==> src/rtl/data_type_pkg.sv <==
// Shared datapath types for the lambda metric pipeline.
package data_type_pkg;

  localparam int unsigned LAMBDA_W    = 14;
  localparam int unsigned WIN_LEN_DEF = 256;

  // Q6.8 signed metric sample
  typedef logic signed [LAMBDA_W-1:0] lambda_t;

endpackage

==> src/rtl/lambda_argmax.sv <==
// Windowed argmax over the lambda metric stream: reports index and value of the
// largest sample (earliest wins on ties) once per complete window.
module lambda_argmax
  import data_type_pkg::*;
#(
  parameter int unsigned WIN_LEN = WIN_LEN_DEF,
  parameter int unsigned IDX_W   = $clog2(WIN_LEN)
) (
  input  logic             clk,
  input  logic             rst,
  input  logic             start,
  input  logic             in_valid,
  input  lambda_t          lambda_in,
  output logic [IDX_W-1:0] theta_out,
  output lambda_t          peak_out,
  output logic             out_valid,
  output logic             busy
);

  typedef enum logic {IDLE = 1'b0, SEARCH = 1'b1} state_t;

  localparam logic [IDX_W-1:0] LAST_IDX = IDX_W'(WIN_LEN - 1);

  state_t           state, state_d;
  logic [IDX_W-1:0] cnt, cnt_d;
  lambda_t          max_val, max_val_d;
  logic [IDX_W-1:0] max_idx, max_idx_d;
  logic [IDX_W-1:0] theta_d;
  lambda_t          peak_d;
  logic             out_valid_d;
  logic             gt;
  logic             last;

  always_ff @(posedge clk or posedge rst) begin
    if (rst) begin
      state     <= IDLE;
      cnt       <= '0;
      max_val   <= '0;
      max_idx   <= '0;
      theta_out <= '0;
      peak_out  <= '0;
      out_valid <= 1'b0;
    end else begin
      state     <= state_d;
      cnt       <= cnt_d;
      max_val   <= max_val_d;
      max_idx   <= max_idx_d;
      theta_out <= theta_d;
      peak_out  <= peak_d;
      out_valid <= out_valid_d;
    end
  end

  // The final sample of a window belongs to that window even when start coincides.
  always_comb begin
    state_d     = state;
    cnt_d       = cnt;
    max_val_d   = max_val;
    max_idx_d   = max_idx;
    theta_d     = theta_out;
    peak_d      = peak_out;
    out_valid_d = 1'b0;
    gt          = (lambda_in > max_val);
    last        = (state == SEARCH) && in_valid && (cnt == LAST_IDX);

    if (last) begin
      if (gt) begin
        theta_d = cnt;
        peak_d  = lambda_in;
      end else begin
        theta_d = max_idx;
        peak_d  = max_val;
      end
      out_valid_d = 1'b1;
      cnt_d       = '0;
      state_d     = start ? SEARCH : IDLE;
    end else if (start) begin
      state_d = SEARCH;
      if (in_valid) begin
        max_val_d = lambda_in;
        max_idx_d = '0;
        cnt_d     = IDX_W'(1);
      end else begin
        cnt_d = '0;
      end
    end else if ((state == SEARCH) && in_valid) begin
      if ((cnt == '0) || gt) begin
        max_val_d = lambda_in;
        max_idx_d = cnt;
      end
      cnt_d = cnt + 1'b1;
    end
  end

  assign busy = (state == SEARCH);

endmodule

==> config.mk <==
export PLATFORM = sky130hd
export DESIGN_NAME = lambda_argmax
export DESIGN_NICKNAME = d
export VERILOG_FILES = /design/src/rtl/data_type_pkg.sv /design/src/rtl/lambda_argmax.sv
export SDC_FILE = /design/constraint.sdc
export NUM_CORES = 1
export LEC_CHECK = 0
export CAP_MARGIN = 25
export CORE_UTILIZATION = 54
export DETAILED_ROUTE_END_ITERATION = 10
export PLACE_DENSITY_LB_ADDON = 0.3
export RECOVER_POWER = 100
export REMOVE_ABC_BUFFERS = 1
export SLEW_MARGIN = 20
export SYNTH_ARGS = -nofsm -noshare
export SYNTH_HDL_FRONTEND = slang
export SYNTH_SLANG_ARGS = --single-unit
export TNS_END_PERCENT = 50
==> constraint.sdc <==
create_clock -name clk -period 3.14 [get_ports clk]
set_input_delay 0.942 -clock clk [delete_from_list [all_inputs] [get_ports clk]]
set_output_delay 0.942 -clock clk [all_outputs]
set_load 0.05 [all_outputs]
==> run_results.csv <==
group,metric,value,unit
synthesis,synth_top_flop_cell,"sky130_fd_sc_hd__dfrtp_1",
drt,drt-initial-drc-count,96,
floorplanning,die_width,74.62,um
synthesis,netlist_top_cells_area,"sky130_fd_sc_hd__dfrtp_1 (47%), sky130_fd_sc_hd__mux2i_1 (8.1%), sky130_fd_sc_hd__ha_1 (7.0%), sky130_fd_sc_hd__mux2_4 (5.3%), sky130_fd_sc_hd__nor2_1 (4.6%)",
timing,setup_viol,0,
synthesis,synth_compound_gate_area_share,8.524,%
drt,routed_wirelength,5251,um
synthesis,synthDominantCellAreaShare,47.45,%
worst_setup_path,worstPathMaxFanout,5,
timing,relSlewSlack,37.39,%
clock_tree,clock_tree.htree_level_count,2,
global_route,grt_first_pass_wirelength,8583,um
job,maxCapViolations,0,
clock_tree,cts_setup_buffers,0,
clock_tree,worst_skew_pair.late_latency,310,ps
synthesis,synth-seq-area-share,47.45,%
synthesis,synthAdderAreaFrac,7.030,%
clock_tree,cell_at_the_root_of_the_clock_tree,"sky130_fd_sc_hd__clkbuf_8",
synthesis,netlist-cell-type-count,44,
timing,slew_viol_final,0,
clock_tree,clock_tree.buffer_depth,2,
synthesis,synth-simple-area-share,14.98,%
final_layout,regArea,1351,um^2
worst_setup_path,worst_path_largest_cell_delay,450,ps
place,gp_congestion,0.7967,
synthesis,syn_area,2848,um^2
clock_tree,holdBufCountCts,0,
timing,tns,0,ps
synthesis,seq_cells_post_synth,54,
final_layout,areaGrowthSynthToFinish,25.44,%
drt,drtPass1Iterations,7,
synthesis,synth-warning-count,0,
final_layout,filler_cell_count,408,
global_route,grt_max_degree,43,
timing,hold_viol_final,0,
timing,setup_skew,10.81,ps
floorplanning,die_area,5568,um^2
worst_setup_path,critPathCaptureType,"flip-flop",
synthesis,synthXorXnorAreaFrac,1.538,%
power,total_power_per_unit_cell_area,547.1,nW/um^2
power,max-vdd-ir-drop,0.3362,mV
clock_tree,cts_inserted_buffers,5,
synthesis,synth_area_per_cell,10.87,um^2
global_route,aggregate_global_route_resource_usage,20.21,%
final_layout,finished_cell_area,3572,um^2
global_route,number_of_antenna_violations_at_the_first_check_in_global_routing,0,
floorplanning,core_area,5107,um^2
worst_setup_path,path_buf_inv,2,
worst_setup_path,cp.arrival,3230,ps
clock_tree,clock_pin_slew_on_the_worst_setup_and_hold_paths,90,ps
timing,period_minus_slack,3037,ps
synthesis,synth_enable_flop_cells,0,
place,postPlaceCellArea,3451,um^2
timing,rsz0062_at_grt,"false",
synthesis,synthMuxAreaShare,15.73,%
floorplanning,pin_count,42,
worst_setup_path,worst_path_max_delay_cell,"sky130_fd_sc_hd__clkdlybuf4s50_1",
floorplanning,die_h,74.62,um
drt,num_vias,2042,
synthesis,async_flop_share,100.0,%
synthesis,yosys_top_cell_by_area,"sky130_fd_sc_hd__dfrtp_1",
timing,worstMarginPinSlew,938.2,ps
final_layout,post_route_cells_drive_above_1_share,15.31,%
timing,min_period_over_period,96.73,%
drt,ant_nets,0,
timing,clock.fmax,0.3292,GHz
worst_setup_path,critical_path_cell_by_cell,"clkdlybuf4s50_1 > ha_1 > nand2_1 > nor4_2 > and4_1 > a31oi_4 > a21boi_4 > buf_4 > mux2_4",
final_layout,multi_input_comb_area,1358,um^2
worst_setup_path,critical_path.top_delay_family,"simple AND/OR/NAND/NOR gates",
global_route,globalRouteOverflowTotal,0,
worst_setup_path,timing_worst_setup_path_type,"in -> reg",
final_layout,antennaDiodeCount,0,
worst_setup_path,cp_data_required_time,3340,ps
worst_setup_path,worst_setup_path_start_kind,"input pin",
run_status,failed_checks,"DRC",
clock_tree,tritoncts,"done",
drt,drc_errors,1,
place,dp_hpwl,3752,um
global_route,number_of_global_route_vias_before_repair,1931,
floorplanning,fp-row-count,26,
synthesis,syn-instance-count,262,
power,leak_pwr,1.791,nW
place,port-buffer-count,41,
final_layout,design.final.nets,353,
min_path,hold_class,"reg -> reg",
drt,wire_per_inst,13.46,um
floorplanning,start_util,55.76,%
run_status,status,"complete, but fails checks",
synthesis,synth_top_family_by_area,"multiplexers",
clock_tree,cts.sink_count,54,
drt,post_drt_via_cell_ratio,5.236,
worst reg2reg max path: stages, from the launching register on:
cell and delay [ps]:
sky130_fd_sc_hd__dfrtp_1 400, sky130_fd_sc_hd__inv_1 70, sky130_fd_sc_hd__ha_1 280, sky130_fd_sc_hd__nand2_1 100, sky130_fd_sc_hd__nor4_2 380, sky130_fd_sc_hd__and4_1 290, sky130_fd_sc_hd__a31oi_4 60, sky130_fd_sc_hd__a21boi_4 190
sky130_fd_sc_hd__buf_4 190, sky130_fd_sc_hd__mux2_4 310
registers in the layout, summed over array words and instances (netlist names):
name,flops
peak_out,14
theta_out,8
busy,1
cnt,8
max_val,14
max_idx,8
out_valid,1
area by class of cell:
type / count / share of cell area (%)
Timing Repair Buffer: 59 / 15.48
Sequential cell: 54 / 37.83
Inverter: 18 / 2.242
Clock inverter: 2 / 1.681
Multi-Input combinational cell: 181 / 38.00
Tap cell: 70 / 2.452
Clock buffer: 6 / 2.312
cell usage after synthesis (3+ instances only):
cell	number
sky130_fd_sc_hd__dfrtp_1	54
sky130_fd_sc_hd__inv_1	17
sky130_fd_sc_hd__mux2_2	6
sky130_fd_sc_hd__a21oi_1	22
sky130_fd_sc_hd__clkbuf_1	6
sky130_fd_sc_hd__nand2b_1	7
sky130_fd_sc_hd__o21ai_0	4
sky130_fd_sc_hd__nor2_1	35
sky130_fd_sc_hd__mux2_4	10
sky130_fd_sc_hd__nor3_1	9
sky130_fd_sc_hd__xor2_1	4
sky130_fd_sc_hd__mux2i_1	23
sky130_fd_sc_hd__and4_1	3
sky130_fd_sc_hd__nand2_1	15
sky130_fd_sc_hd__ha_1	16
cells in the final DEF, fill, tap and decap left out, drive strengths merged, types with 3 or more instances in the layout:
cell type	Yosys	routed
nor3	9	9
buf	3	16
nand2b	7	7
inv	17	17
clkdlybuf4s50	0	15
xor2	4	4
a21oi	22	22
and4	3	3
and2	3	3
mux2	16	16
mux2i	23	23
ha	16	16
clkbuf	6	8
dlygate4sd3	0	26
o21ai	5	5
nor2	36	36
dfrtp	54	54
nand2	16	16
what timing repair did:
| action | in CTS | in global routing |
|---|---|---|
| resized for setup | 0 | 3 |
| endpoints found under the setup margin | 0 | 36 |
| endpoints found under the hold margin | 0 | 0 |
final timing paths:
| check | from | end | slack, ps | cells after the start |
|---|---|---|---|---|
| max | lambda_in[13] | max_val[4]$_DFFE_PP0P_ | 100 | 9 |
| min | theta_out[5]$_DFFE_PP0P_ | theta_out[5]$_DFFE_PP0P_ | 510 | 2 |
| max reg2reg | max_val[12]$_DFFE_PP0P_ | max_val[4]$_DFFE_PP0P_ | 770 | 9 |
| min reg2reg | theta_out[5]$_DFFE_PP0P_ | theta_out[5]$_DFFE_PP0P_ | 510 | 2 |
| max in group asynchronous | rst | cnt[7]$_DFFE_PP0P_ | 630 | 3 |
| min in group asynchronous | rst | max_val[13]$_DFFE_PP0P_ | 1270 | 2 |
cells by family after synthesis:
logic type | count (synthesis)
flip-flops | 54
buffers and inverters | 27
multiplexers | 39
XOR/XNOR | 5
AO/OA/AOI/OAI | 37
adder cells (fa/ha/maj) | 16
AND/OR/NAND/NOR | 84
per-stage QoR:
step,total power [mW],std cells,utilization [%],setup slack (ps),hold slack (ps)
floorplan,1.222,253,-,-186.8,474.6
global placement,1.388,382,67.56,-269.2,488.0
detailed placement,1.408,382,67.56,-297.1,500.6
CTS,1.980,390,70.36,37.03,522.0
global route,2.056,390,69.94,4.075,531.6
finish,1.954,390,69.94,102.6,508.2
report_power, final:
part / internal (mW) / switching (mW)
combinational: 0.298 / 0.283
sequential: 0.755 / 0.0509
clock: 0.340 / 0.228
metal layers:
metal	GRT usage [%]	part of all wire (%)	up-vias
met5	0	0	-
met4	7.128	1.5	0
met3	2.945	2.6	7
met2	33.03	49	34
met1	27.67	47	983
li1	-	-	1018
Note: power is estimated with default switching activity, not from simulation.
